<file path="config.mk">
export PLATFORM = sky130hd
export DESIGN_NAME = uart_tx_word_scheduler
export DESIGN_NICKNAME = d
export VERILOG_FILES = /design/src/rtl/uart_tx_word_scheduler_pkg.sv /design/src/rtl/uart_tx_word_scheduler_rr_arbiter.sv /design/src/rtl/uart_tx_word_scheduler.sv
export SDC_FILE = /design/constraint.sdc
export NUM_CORES = 1
export LEC_CHECK = 0
export BUFFER_PORTS_ARGS = -buffer_cell sky130_fd_sc_hd__buf_2
export CAP_MARGIN = 20
export CORE_MARGIN = 5
export CORE_UTILIZATION = 42
export CTS_CLUSTER_SIZE = 10
export DETAILED_ROUTE_END_ITERATION = 8
export PLACE_DENSITY = 0.65
export SYNTH_ARGS = -nofsm -noshare
export SYNTH_HDL_FRONTEND = slang
export SYNTH_HIERARCHICAL = 1
export SYNTH_SLANG_ARGS = --single-unit
</file>
<file path="constraint.sdc">
create_clock -name i_clock -period 3.3 [get_ports i_clock]
set_clock_uncertainty 0.1 [all_clocks]
set_input_delay 0.165 -clock i_clock [delete_from_list [all_inputs] [get_ports i_clock]]
set_output_delay 0.165 -clock i_clock [all_outputs]
set_load 0.02 [all_outputs]
</file>
<file path="src/rtl/uart_tx_word_scheduler_pkg.sv">
// Shared definitions for the UART TX word scheduler.
//   - sched_state_t : scheduler FSM state encoding
//   - grant_src_t   : requester identity used by the round-robin arbiter
//   - BYTES_PER_WORD, grant vector bit positions
//   - select_byte() : picks byte idx of a word in MSB- or LSB-first order
package uart_tx_sched_pkg;

    typedef enum logic [2:0] {
        ST_IDLE       = 3'd0,
        ST_FIFO_LATCH = 3'd1,
        ST_LOAD       = 3'd2,
        ST_WAIT_DONE  = 3'd3,
        ST_GAP        = 3'd4
    } sched_state_t;

    typedef enum logic {
        SRC_FIFO   = 1'b0,
        SRC_STATUS = 1'b1
    } grant_src_t;

    localparam int BYTES_PER_WORD = 4;

    // Bit positions inside the one-hot grant / request vectors.
    localparam int GNT_FIFO_BIT   = 0;
    localparam int GNT_STATUS_BIT = 1;

    // Byte idx of word; idx 0 is the first byte on the wire.
    function automatic logic [7:0] select_byte(input logic [31:0] word,
                                               input logic [1:0]  idx,
                                               input logic        msb_first);
        logic [1:0] lane;
        lane = msb_first ? (2'd3 - idx) : idx;
        case (lane)
            2'd0:    select_byte = word[7:0];
            2'd1:    select_byte = word[15:8];
            2'd2:    select_byte = word[23:16];
            2'd3:    select_byte = word[31:24];
            default: select_byte = 8'd0;
        endcase
    endfunction

endpackage

</file>
<file path="src/rtl/uart_tx_word_scheduler_rr_arbiter.sv">
// tx_rr_arbiter: two-way round-robin arbiter between the TX FIFO and the
// status source.
//   clk, rst : clock and asynchronous active-high reset
//   req      : [0] = FIFO request, [1] = status request
//   advance  : the owner is accepting the grant this cycle
//   grant    : one-hot grant, same bit layout as req
// The grant is combinational so the scheduler can act on it in the very
// IDLE cycle it samples the requests; all scheduler outputs stay registered.
module tx_rr_arbiter
    import uart_tx_sched_pkg::*;
(
    input  logic       clk,
    input  logic       rst,
    input  logic [1:0] req,
    input  logic       advance,
    output logic [1:0] grant
);

    grant_src_t last_grant_r;
    logic [1:0] grant_s;

    // On a tie the source that did not win last time gets the grant.
    always_comb begin
        grant_s = 2'b00;
        case (req)
            2'b01:   grant_s = 2'b01;
            2'b10:   grant_s = 2'b10;
            2'b11:   grant_s = (last_grant_r == SRC_FIFO) ? 2'b10 : 2'b01;
            default: grant_s = 2'b00;
        endcase
    end

    // Remember the winner; reset to FIFO so status takes the first tie.
    always_ff @(posedge clk or posedge rst) begin
        if (rst) begin
            last_grant_r <= SRC_FIFO;
        end else if (advance && (grant_s != 2'b00)) begin
            last_grant_r <= grant_s[GNT_STATUS_BIT] ? SRC_STATUS : SRC_FIFO;
        end else begin
            last_grant_r <= last_grant_r;
        end
    end

    assign grant = grant_s;

endmodule

</file>
<file path="src/rtl/uart_tx_word_scheduler.sv">
// uart_tx_word_scheduler: shares a byte-wide UART transmitter between the
// TX data FIFO and a single-word status source, sending each 32-bit word as
// four handshaked bytes with a watchdog on the UART done pulse.
//   i_clock, i_reset        : clock, asynchronous active-high reset
//   i_fifo_empty            : FIFO empty flag
//   o_fifo_rdreq            : one-cycle FIFO read strobe
//   i_fifo_word             : FIFO q, valid the cycle after o_fifo_rdreq
//   i_status_req/_word      : pending status word (held until ack)
//   o_status_ack            : pulse when the status word is latched
//   o_send_next_byte_cmd    : one-cycle UART start strobe
//   o_tx_byte_output        : byte for the UART, held until done
//   i_tx_active, i_tx_done  : UART busy level and completion pulse
//   o_busy                  : scheduler not idle
//   o_timeout               : pulse when a word is aborted by the watchdog
//   o_words_sent            : wrapping count of completed words
module uart_tx_word_scheduler
    import uart_tx_sched_pkg::*;
#(
    parameter bit MSB_FIRST    = 1'b1,
    parameter int DONE_TIMEOUT = 8192,
    parameter int TIMEOUT_W    = 16
) (
    input  logic        i_clock,
    input  logic        i_reset,
    input  logic        i_fifo_empty,
    output logic        o_fifo_rdreq,
    input  logic [31:0] i_fifo_word,
    input  logic        i_status_req,
    input  logic [31:0] i_status_word,
    output logic        o_status_ack,
    output logic        o_send_next_byte_cmd,
    output logic [7:0]  o_tx_byte_output,
    input  logic        i_tx_active,
    input  logic        i_tx_done,
    output logic        o_busy,
    output logic        o_timeout,
    output logic [15:0] o_words_sent
);

    localparam logic [TIMEOUT_W-1:0] WD_LIMIT = TIMEOUT_W'(DONE_TIMEOUT - 1);
    localparam logic [1:0]           LAST_IDX = 2'(BYTES_PER_WORD - 1);

    sched_state_t         state_r;
    logic [1:0]           idx_r;
    logic [TIMEOUT_W-1:0] wd_r;
    logic [31:0]          word_r;
    logic                 latch_wait_r;
    logic [1:0]           req_s;
    logic [1:0]           grant_s;
    logic                 arb_advance_s;

    assign req_s[GNT_FIFO_BIT]   = ~i_fifo_empty;
    assign req_s[GNT_STATUS_BIT] = i_status_req;
    // Requests only matter while idle; mid-word arrivals simply wait.
    assign arb_advance_s         = (state_r == ST_IDLE);

    tx_rr_arbiter u_arb (
        .clk     (i_clock),
        .rst     (i_reset),
        .req     (req_s),
        .advance (arb_advance_s),
        .grant   (grant_s)
    );

    // Scheduler FSM with all outputs registered.
    always_ff @(posedge i_clock or posedge i_reset) begin
        if (i_reset) begin
            state_r              <= ST_IDLE;
            idx_r                <= 2'd0;
            wd_r                 <= {TIMEOUT_W{1'b0}};
            word_r               <= 32'd0;
            latch_wait_r         <= 1'b0;
            o_fifo_rdreq         <= 1'b0;
            o_status_ack         <= 1'b0;
            o_send_next_byte_cmd <= 1'b0;
            o_tx_byte_output     <= 8'd0;
            o_busy               <= 1'b0;
            o_timeout            <= 1'b0;
            o_words_sent         <= 16'd0;
        end else begin
            o_fifo_rdreq         <= 1'b0;
            o_status_ack         <= 1'b0;
            o_send_next_byte_cmd <= 1'b0;
            o_timeout            <= 1'b0;
            case (state_r)
                ST_IDLE: begin
                    if (grant_s[GNT_STATUS_BIT]) begin
                        word_r       <= i_status_word;
                        o_status_ack <= 1'b1;
                        o_busy       <= 1'b1;
                        state_r      <= ST_LOAD;
                    end else if (grant_s[GNT_FIFO_BIT]) begin
                        o_fifo_rdreq <= 1'b1;
                        latch_wait_r <= 1'b1;
                        o_busy       <= 1'b1;
                        state_r      <= ST_FIFO_LATCH;
                    end else begin
                        o_busy       <= 1'b0;
                        state_r      <= ST_IDLE;
                    end
                end
                ST_FIFO_LATCH: begin
                    // First cycle here is the rdreq cycle itself; q is only
                    // valid one cycle later.
                    if (latch_wait_r) begin
                        latch_wait_r <= 1'b0;
                    end else begin
                        word_r  <= i_fifo_word;
                        state_r <= ST_LOAD;
                    end
                end
                ST_LOAD: begin
                    if (!i_tx_active) begin
                        o_tx_byte_output     <= select_byte(word_r, idx_r, MSB_FIRST);
                        o_send_next_byte_cmd <= 1'b1;
                        wd_r                 <= {TIMEOUT_W{1'b0}};
                        state_r              <= ST_WAIT_DONE;
                    end else begin
                        state_r <= ST_LOAD;
                    end
                end
                ST_WAIT_DONE: begin
                    // Done is checked first so it wins over a same-cycle expiry.
                    if (i_tx_done) begin
                        if (idx_r == LAST_IDX) begin
                            o_words_sent <= o_words_sent + 16'd1;
                            idx_r        <= 2'd0;
                            o_busy       <= 1'b0;
                            state_r      <= ST_IDLE;
                        end else begin
                            idx_r   <= idx_r + 2'd1;
                            state_r <= ST_GAP;
                        end
                    end else if (wd_r == WD_LIMIT) begin
                        o_timeout <= 1'b1;
                        idx_r     <= 2'd0;
                        o_busy    <= 1'b0;
                        state_r   <= ST_IDLE;
                    end else begin
                        wd_r <= wd_r + {{(TIMEOUT_W-1){1'b0}}, 1'b1};
                    end
                end
                ST_GAP: begin
                    // Lets the UART finish its post-done cleanup cycle.
                    state_r <= ST_LOAD;
                end
                default: begin
                    idx_r   <= 2'd0;
                    o_busy  <= 1'b0;
                    state_r <= ST_IDLE;
                end
            endcase
        end
    end

endmodule

</file>
[Word-level counts from Yosys, hierarchy flattened]
Index checks and enable logic that the tools add are counted.
Storage, ports and cells
  bits in registers: 84
  output and inout port bits: 29
  RAM bits: 0
  input port bits: 70
  memories: 0
  bits in latches: 0
  word-level logic and storage cells: 98
  memory bits (read-only): 0
Cells by class
  divide/modulo/power cells: 0
  reduce and logical (&&, ||, !) cells: 16
  magnitude comparators: 0
  shift operators: 0
  multiply operators: 0
  $add $sub $neg: 4
  bitwise gates (word level): 4
  eq/ne operators: 21
  multiplexer cells: 40
Operator list (number)
  two-way mux 32 bit: 2
  one-hot mux 32 bit (2 select lines): 1
  two-way mux 16 bit: 3
  adder 16 x 1 -> 16 bit (second input constant): 2
  one-hot mux 16 bit (2 select lines): 1
  one-hot mux 8 bit (4 select lines): 1
  two-way mux 1 bit: 18
  equality test 16 x 13 -> 1 bit (second input constant): 1
  one-hot mux 3 bit (5 select lines): 1
  != test 2 bit (second input constant): 7
  two-way mux 3 bit: 4
  AND reduction 3 bit: 4
  equality test 2 bit (second input constant): 5
  two-way mux 2 bit: 5
  equality test 3 x 2 -> 1 bit (second input constant): 2
  != test 3 bit (second input constant): 2
  one-hot mux 2 bit (3 select lines): 1
  AND reduction 2 bit: 3
  nonzero test 2 bit: 3
  equality test 2 x 1 -> 1 bit (second input constant): 2
  inverter 1 bit: 4
  one-hot mux 2 bit (2 select lines): 1
  AND reduction 4 bit: 1
  OR reduction 4 bit: 1
  10 further kinds: 10

[Logic depth before layout (Yosys ltp)]
Gate-level depths: netlist of run 1.
  depth in word-level cells: 6
  mapped depth: 8
  mapped depth without buffers: 6

[By module]
The synthesis of run 1 kept the hierarchy.
By module, submodules not included
  uart_tx_word_scheduler: seq. area each 2077.0 µm², times used 1, area an instance 4161.5 µm², cells an instance 408
  tx_rr_arbiter: seq. area each 25.0 µm², times used 1, area an instance 58.8 µm², cells an instance 7

[Worst setup path before layout of run 1]
OpenSTA, ideal clock, no wires.
  kind: register to register
  start point: register wd_r[0]
  end point: register wd_r[10]
  period minus slack after synthesis: 1.706 ns
  data arrival time: 1.482 ns
  stages on the path, launching flop included: 7
  library setup time: 0.124 ns
  slack: 1.594 ns
  required time: 3.076 ns
  buffers on the path: 0
  cells stage by stage: dfrtp_1 ha_1 inv_1 nor3_2 nand3_1 and3_1 a211o_1
On the way
  word-level cells in the longest chain between the ends: 4
  elaborated cells on any way between the ends: 7
  those cells by class: add/sub (1); eq/ne (2); mux (3); reduce/logical (1)
Ends and longest elaborated chain
  start: declaration: RTL line uart_tx_word_scheduler.sv:45  | logic [TIMEOUT_W-1:0] wd_r;
  start signal: assignment: RTL line uart_tx_word_scheduler.sv:70  | wd_r <= {TIMEOUT_W{1'b0}};
  start signal: assignment: RTL line uart_tx_word_scheduler.sv:116  | wd_r <= {TIMEOUT_W{1'b0}};
  start signal: assignment: RTL line uart_tx_word_scheduler.sv:140  | wd_r <= wd_r + {{(TIMEOUT_W-1){1'b0}}, 1'b1};
  adder 16 x 1 -> 16 bit: RTL line uart_tx_word_scheduler.sv:140
  two-way mux 16 bit: RTL line uart_tx_word_scheduler.sv:134  | end else if (wd_r == WD_LIMIT) begin
  two-way mux 16 bit: RTL line uart_tx_word_scheduler.sv:124  | if (i_tx_done) begin
  one-hot mux 16 bit (2 select lines): RTL line uart_tx_word_scheduler.sv:85  | case (state_r)
Parallel ways exist; a longest one is shown, timed or not. The select of a mux whose other input is x is not followed.
A chain may end at the register's enable or synchronous reset.

[Final worst setup path of run 1]
  start point: register state_r[0]
  end point: register word_r[10]
On the way
  word-level cells in the longest chain between the ends: 3
  elaborated cells on any way between the ends: 7
  those cells by class: eq/ne (3); mux (1); reduce/logical (3)
Ends and longest elaborated chain
  start: declaration: RTL line uart_tx_word_scheduler.sv:43  | sched_state_t state_r;
  start signal: assignment: RTL line uart_tx_word_scheduler.sv:68  | state_r <= ST_IDLE;
  start signal: assignment: RTL line uart_tx_word_scheduler.sv:91  | state_r <= ST_LOAD;
  start signal: assignment: RTL line uart_tx_word_scheduler.sv:96  | state_r <= ST_FIFO_LATCH;
  equality test 3 x 1 -> 1 bit / zero test 3 bit (equally long branches): RTL line uart_tx_word_scheduler.sv:85
  != test 2 bit (no source line) / nonzero test 2 bit (equally long branches)
  AND reduction 3 bit (no source line)
  end signal: assignment: RTL line uart_tx_word_scheduler.sv:88  | word_r <= i_status_word;
  end signal: assignment: RTL line uart_tx_word_scheduler.sv:108  | word_r <= i_fifo_word;
  end: declaration: RTL line uart_tx_word_scheduler.sv:46  | logic [31:0] word_r;
Parallel ways exist; a longest one is shown, timed or not.

==> results of run 1 <==
## how the worst max path moves through the flow
stage / slack, ps / to / cells past startpoint / start
global route: 560 / word_r[18] / 6 / state_r[0]
finish: 730 / word_r[10] / 6 / state_r[0]
global placement: 1170 / wd_r[3] / 4 / state_r[2]
detailed placement: 1060 / o_words_sent[12] / 5 / state_r[0]
floorplan: 900 / idx_r[0] / 1 / i_reset
CTS: 760 / word_r[21] / 6 / state_r[0]
## state kept, by name (all words and copies together), names as in the netlist
register,flops
o_send_next_byte_cmd,1
o_words_sent,16
o_timeout,1
o_tx_byte_output,8
o_status_ack,1
state_r,3
o_busy,1
word_r,32
u_arb/last_grant_r,1
latch_wait_r,1
o_fifo_rdreq,1
idx_r,2
wd_r,16
## per-layer routing
layer / track usage / vias to the layer above
met5: 0 / -
met4: 0.0589 / 0
li1: - / 1759
met2: 0.295 / 111
met1: 0.232 / 1703
met3: 0.0513 / 19
## power by group through the flow
| stage | Clock [W] | Combinational [W] | Sequential (W) |
|---|---|---|---|
| finish | 0.000829 | 0.00151 | 0.00154 |
| global route | 0.000890 | 0.00170 | 0.00158 |
| CTS | 0.000850 | 0.00149 | 0.00153 |
| detailed placement | 0 | 0.00139 | 0.00155 |
| global placement | 0 | 0.00136 | 0.00154 |
| floorplan | 0 | 0.00106 | 0.00154 |
## what timing repair did
item | in CTS | in global routing
hold buffers | 44 | 2
resized for setup | 0 | 0
endpoints found under the hold margin | 76 | 1
## cells in the mapped netlist (8+ instances only)
| cell type | instances |
|---|---|
| a222oi_1 | 8 |
| a31oi_1 | 9 |
| dfrtp_1 | 84 |
| a21oi_1 | 15 |
| o21ai_1 | 38 |
| xnor2_1 | 11 |
| nand4_1 | 8 |
| nand2_1 | 57 |
| mux2i_1 | 32 |
| buf_2 | 11 |
| nor2_1 | 14 |
| o21ai_0 | 9 |
| inv_1 | 10 |
| nand3_1 | 18 |
## critical path, delay by kind of cell, from the launching register on
family | cells | cell delay (ps)
AO/OA/AOI/OAI | 1 | 60
flip-flops | 1 | 550
multiplexers | 1 | 270
buffers and inverters | 3 | 1180
AND/OR/NAND/NOR | 1 | 280
## layout make-up
cell class	instances	area, sq um	area share
sequential	84	2100	0.384
multi-input combinational	293	1940	0.355
timing repair buffer	148	993	0.182
tap	133	166	0.0304
clock buffer	11	141	0.0258
clock inverter	5	82.6	0.0151
inverter	12	46.3	0.00846
## cell families (layout without fill, tap and decap cells)
| group | count (synthesis) | in the layout | synth area share |
|---|---|---|---|
| buf+inv | 38 | 176 | 0.0451 |
| xor+xnor | 15 | 15 | 0.0311 |
| flops | 84 | 84 | 0.498 |
| fa+ha+maj | 6 | 6 | 0.0178 |
| simple gates | 137 | 137 | 0.175 |
| compound gates | 100 | 100 | 0.149 |
| mux | 35 | 35 | 0.0839 |
## through the flow
step / instance area, sq um / power (W) / std cells / hold WS (ps) / worst slack [ps]
after CTS: 5450 / 0.00388 / 684 / 0.963 / 758
after floorplan: 4220 / 0.00260 / 415 / -206 / 898
after global placement: 4790 / 0.00290 / 624 / -82.2 / 1170
after global routing: 5470 / 0.00416 / 686 / 9.26 / 559
after detailed placement: 4790 / 0.00295 / 624 / -78.9 / 1060
final: 5470 / 0.00387 / 686 / 2.47 / 726
==> impl_metrics.yaml, run 1 <==
cells_and_area:
  nets: 624
  n_fill_cell: 848
  fin_util: 0.560
  drive_above_1_share: 0.253
  area_delta_synth_final_pct: 29.7
  diodes: 0
  mostFrequentLayoutCell: "buf_2"
  layout_common_cells: "buf_2 (98), dfrtp_1 (84), nand2_1 (57)"
timing:
  setup_viol: 0
  fmax_ghz: 0.388
  slew_violations: 0
  post-route-period-util: 0.780
  slew_headroom: 0.303
  grt_setup_unrepaired: "false"
  tightest_slew_ps: 1030
  setup_tns_ps: 0
  hold_viol_final: 0
  period_minus_slack_ps: 2570
critical_path:
  cp.arrival_ps: 2730
  worstPathCellList: "inv_2, nor3_2, buf_4, mux2i_1, dlygate4sd3_1, o21ai_1"
  timing.rr.end: "word_r[10]"
  cp.required_ps: 3450
  crit_path_max_fanout: 34
  worstSetupPathType: "flip-flop to flip-flop"
  r2r_slack_ps: 730
  critPathCaptureType: "flip-flop"
  reg2reg_depth: 6
  slowest_delay_ps: 590
  critPathSlowestCell: "dlygate4sd3_1"
  startpoint_type: "flip-flop"
  timing.rr.start: "state_r[0]"
floorplan:
  row_count: 36
  design.core.area_sq_um: 9770
  fp.dieH_um: 110
  die_area_sq_um: 12200
  initial_core_util: 0.432
  num_io_pins: 99
  die_w_um: 110
clocking:
  worstSkewPairLatency_ps: 360
  cts_max_path_buffers: 2
  clkTransAtPathRegs_ps: 90
  cts.sinks: 84
  cts_root_buffer: "clkbuf_8"
  cts_tree: "built"
  cts_made_buffers: 9
  postCtsSetupBuffers: 0
  cts.htree.levels: 3
outcome:
  status: "finished clean"
drt:
  viasPerCell: 5.24
  wl_met1_mm: 4.49
  wl_met2_mm: 5.08
  ant_nets: 0
  firstDrtPassIters: 5
  vias: 3592
  drc: 0
  wl_met3_um: 620
  top_layer: "met4"
  wl_mm: 10.4
  drt-initial-drc-count: 218
  routedWlPerCell_um: 15.1
place:
  place_hpwl_mm: 6.88
  io_buffer_count: 98
  gp_congestion: 0.852
logic_synthesis:
  yosysWarnings: 6
  async_flop_share: 1.00
  synth.distinct_cells: 55
  yosys.area.top_type_share: 0.498
  synth_seq_cells: 84
  ys.flop_type: "dfrtp_1"
  synthCells: 415
  yosysTopAreaCell: "dfrtp_1"
  ys_seq_area_frac: 0.498
  syn_nets: 491
  syn_area_per_cell_sq_um: 10.2
  ys_top_cells_by_area: "dfrtp_1 (50%), mux2i_1 (7.6%), nand2_1 (5.1%)"
  syn_area_sq_um: 4220
  synth_edf_count: 0
worst_hold_path:
  hold_depth: 3
  worstHoldStart: "i_status_word[25]"
  holdPathEnd: "word_r[25]"
  hp-class: "primary input to flip-flop"
power:
  intPower_w: 0.00242
  leakage_nw: 2.65
  p_sw_frac: 0.374
  ir_drop_v: 0.000420
  power.density_nw_per_um2: 708
  p_seq_frac: 0.397
  p_sw_w: 0.00145
  p_comb_frac: 0.389
  clkPwrFrac: 0.214
flow_run:
  max_cap_violations: 0
global_routing:
  grt_start_max_net_pins: 53
  grt_use_total: 0.181
  globalRoute.totalOverflow: 0
  grt_pass1_wl_mm: 17.4
  antenna_found_initial: 0
  grt_pass1_vias: 3703
Note: power is estimated with default switching activity, not from simulation.
==> run 2: changes to the inputs <==
--- a/config.mk
+++ b/config.mk
@@ -11,7 +11,7 @@
 export CORE_UTILIZATION = 42
 export CTS_CLUSTER_SIZE = 10
 export DETAILED_ROUTE_END_ITERATION = 8
-export PLACE_DENSITY = 0.65
+export PLACE_DENSITY = 0.67
 export SYNTH_ARGS = -nofsm -noshare
 export SYNTH_HDL_FRONTEND = slang
 export SYNTH_HIERARCHICAL = 1
==> constraint.sdc (replaced) <==
create_clock -name i_clock -period 2.35 [get_ports i_clock]
set_clock_uncertainty 0.1 [all_clocks]
set_input_delay 0.1175 -clock i_clock [delete_from_list [all_inputs] [get_ports i_clock]]
set_output_delay 0.1175 -clock i_clock [all_outputs]
set_load 0.02 [all_outputs]
==> impl_metrics.yaml, run 2 (same netlist as run 1, synthesis figures left out) <==
floorplan:
  row_count: 36
  design.core.area_sq_um: 9770
  initial_core_util: 0.432
  die_w_um: 110
  num_io_pins: 99
  die_area_sq_um: 12200
  fp.dieH_um: 110
drt:
  routedWlPerCell_um: 15.6
  wl_mm: 11.1
  ant_nets: 0
  drt-initial-drc-count: 248
  viasPerCell: 5.21
  vias: 3702
  firstDrtPassIters: 8
  drc: 0
clocking:
  cts_tree: "built"
  cts_root_buffer: "clkbuf_8"
  worstSkewPairLatency_ps: 350
  cts_made_buffers: 9
  cts.sinks: 84
  post_cts_resized: 0
  cts.htree.levels: 3
  cts_max_path_buffers: 2
  clkTransAtPathRegs_ps: 90
timing:
  period_minus_slack_ps: 1980
  setup_viol: 0
  slew_violations: 0
  whs_ps: 6.37
  slew_headroom: 0.580
  fmax_ghz: 0.504
  setup_tns_ps: 0
  worst_slack_ps: 367
  post-route-period-util: 0.844
  hold_viol_final: 0
  tightest_slew_ps: 628
  grt_setup_unrepaired: "false"
power:
  power.density_nw_per_um2: 916
  finalPower_w: 0.00519
  ir_drop_v: 0.000663
  leakage_nw: 2.73
place:
  place_hpwl_mm: 7.10
  gp_congestion: 0.851
  placed_cell_area_sq_um: 4850
  dp_slack_ps: 397
  io_buffer_count: 98
cells_and_area:
  largest_registers: "word_r (32), o_words_sent (16), wd_r (16)"
  drive_above_1_share: 0.253
  layout_common_cells: "buf_2 (98), dfrtp_1 (84), dlygate4sd3_1 (64)"
  largest_register: "word_r"
  largest_register_ffs: 32
  final_area_sq_um: 5670
  n_fill_cell: 847
  nets: 648
  multi_input_area_sq_um: 1940
  area_delta_synth_final_pct: 34.3
  seq_area_sq_um: 2100
  mostFrequentLayoutCell: "buf_2"
global_routing:
  antenna_found_initial: 0
  globalRoute.totalOverflow: 0
  grt_pass1_wl_mm: 18.4
  grt_start_max_net_pins: 65
  grt_pass1_vias: 3841
  grt_use_total: 0.192
outcome:
  status: "finished clean"
critical_path:
  cp.required_ps: 2470
  worstSetupPathType: "flip-flop to flip-flop"
  cp.arrival_ps: 2100
  critPathCaptureType: "flip-flop"
  startpoint_type: "flip-flop"
  r2r_slack_ps: 370
  crit_path_max_fanout: 64
flow_run:
  max_cap_violations: 0
worst_hold_path:
  hp-class: "primary input to flip-flop"
[run 2: changes by cell type in the layout (fill, tap and decap cells not counted), sizes merged]
cell / change
clkinvlp: +3
buf: +6
dlygate4sd3: +18
clkbuf: -1
diode: +1
bufinv: -2
[run 2: area by class of cell]
type                            count  share of cell area
Antenna cell                        1            0.000442
Clock buffer                       10              0.0225
Clock inverter                      6             0.00861
Inverter                           12             0.00861
Multi-Input combinational cell    293               0.342
Sequential cell                    84               0.371
Tap cell                          133              0.0294
Timing Repair Buffer              172               0.217
[run 2: per-layer routing]
layer / wire length [um] / vias up / GRT usage / share of wire
met5: 0 / - / 0 / 0
met4: 230 / 0 / 0.0642 / 0.021
met3: 670 / 23 / 0.0431 / 0.061
met2: 5310 / 124 / 0.315 / 0.48
met1: 4860 / 1749 / 0.250 / 0.44
li1: - / 1806 / - / -
[run 2: path summary, 6_finish.rpt]
path                                       start            endpoint  depth (start not counted)
worst max-delay path                  state_r[1]          word_r[20]                          6
worst min-delay path             i_fifo_word[28]          word_r[28]                          3
worst max register to register        state_r[1]          word_r[20]                          6
worst min register to register  o_words_sent[15]    o_words_sent[15]                          1
max in group asynchronous                i_reset             wd_r[5]                          4
min in group asynchronous                i_reset  u_arb/last_grant_r                          3
[run 2: worst max-delay path, cell delays in order, from the launching register on]
cell	delay, ps
dfrtp_1	510
nor3_2	370
and2_1	250
a21oi_4	40
buf_4	310
nand2_1	160
o21ai_1	80
[run 2: power by group]
group	switching [W]	internal, W	leakage [nW]
Clock	0.000540	0.000395	0.0848
Combinational	0.00121	0.000886	1.54
Sequential	0.000295	0.00186	1.10
[run 2: metrics by stage]
stage / instances / utilization
3_3_place_gp: 630 / 0.496
2_1_floorplan: 415 / -
3_5_place_dp: 630 / 0.496
4_1_cts: 710 / 0.580
5_1_grt: 710 / 0.580
6_report: 711 / 0.580
[run 2: timing repair]
action / 4_1_cts / 5_1_grt
endpoints found under the hold margin: 60 / 0
buffers inserted: 0 / 0
setup endpoints to repair: 0 / 0
hold buffers: 64 / 0
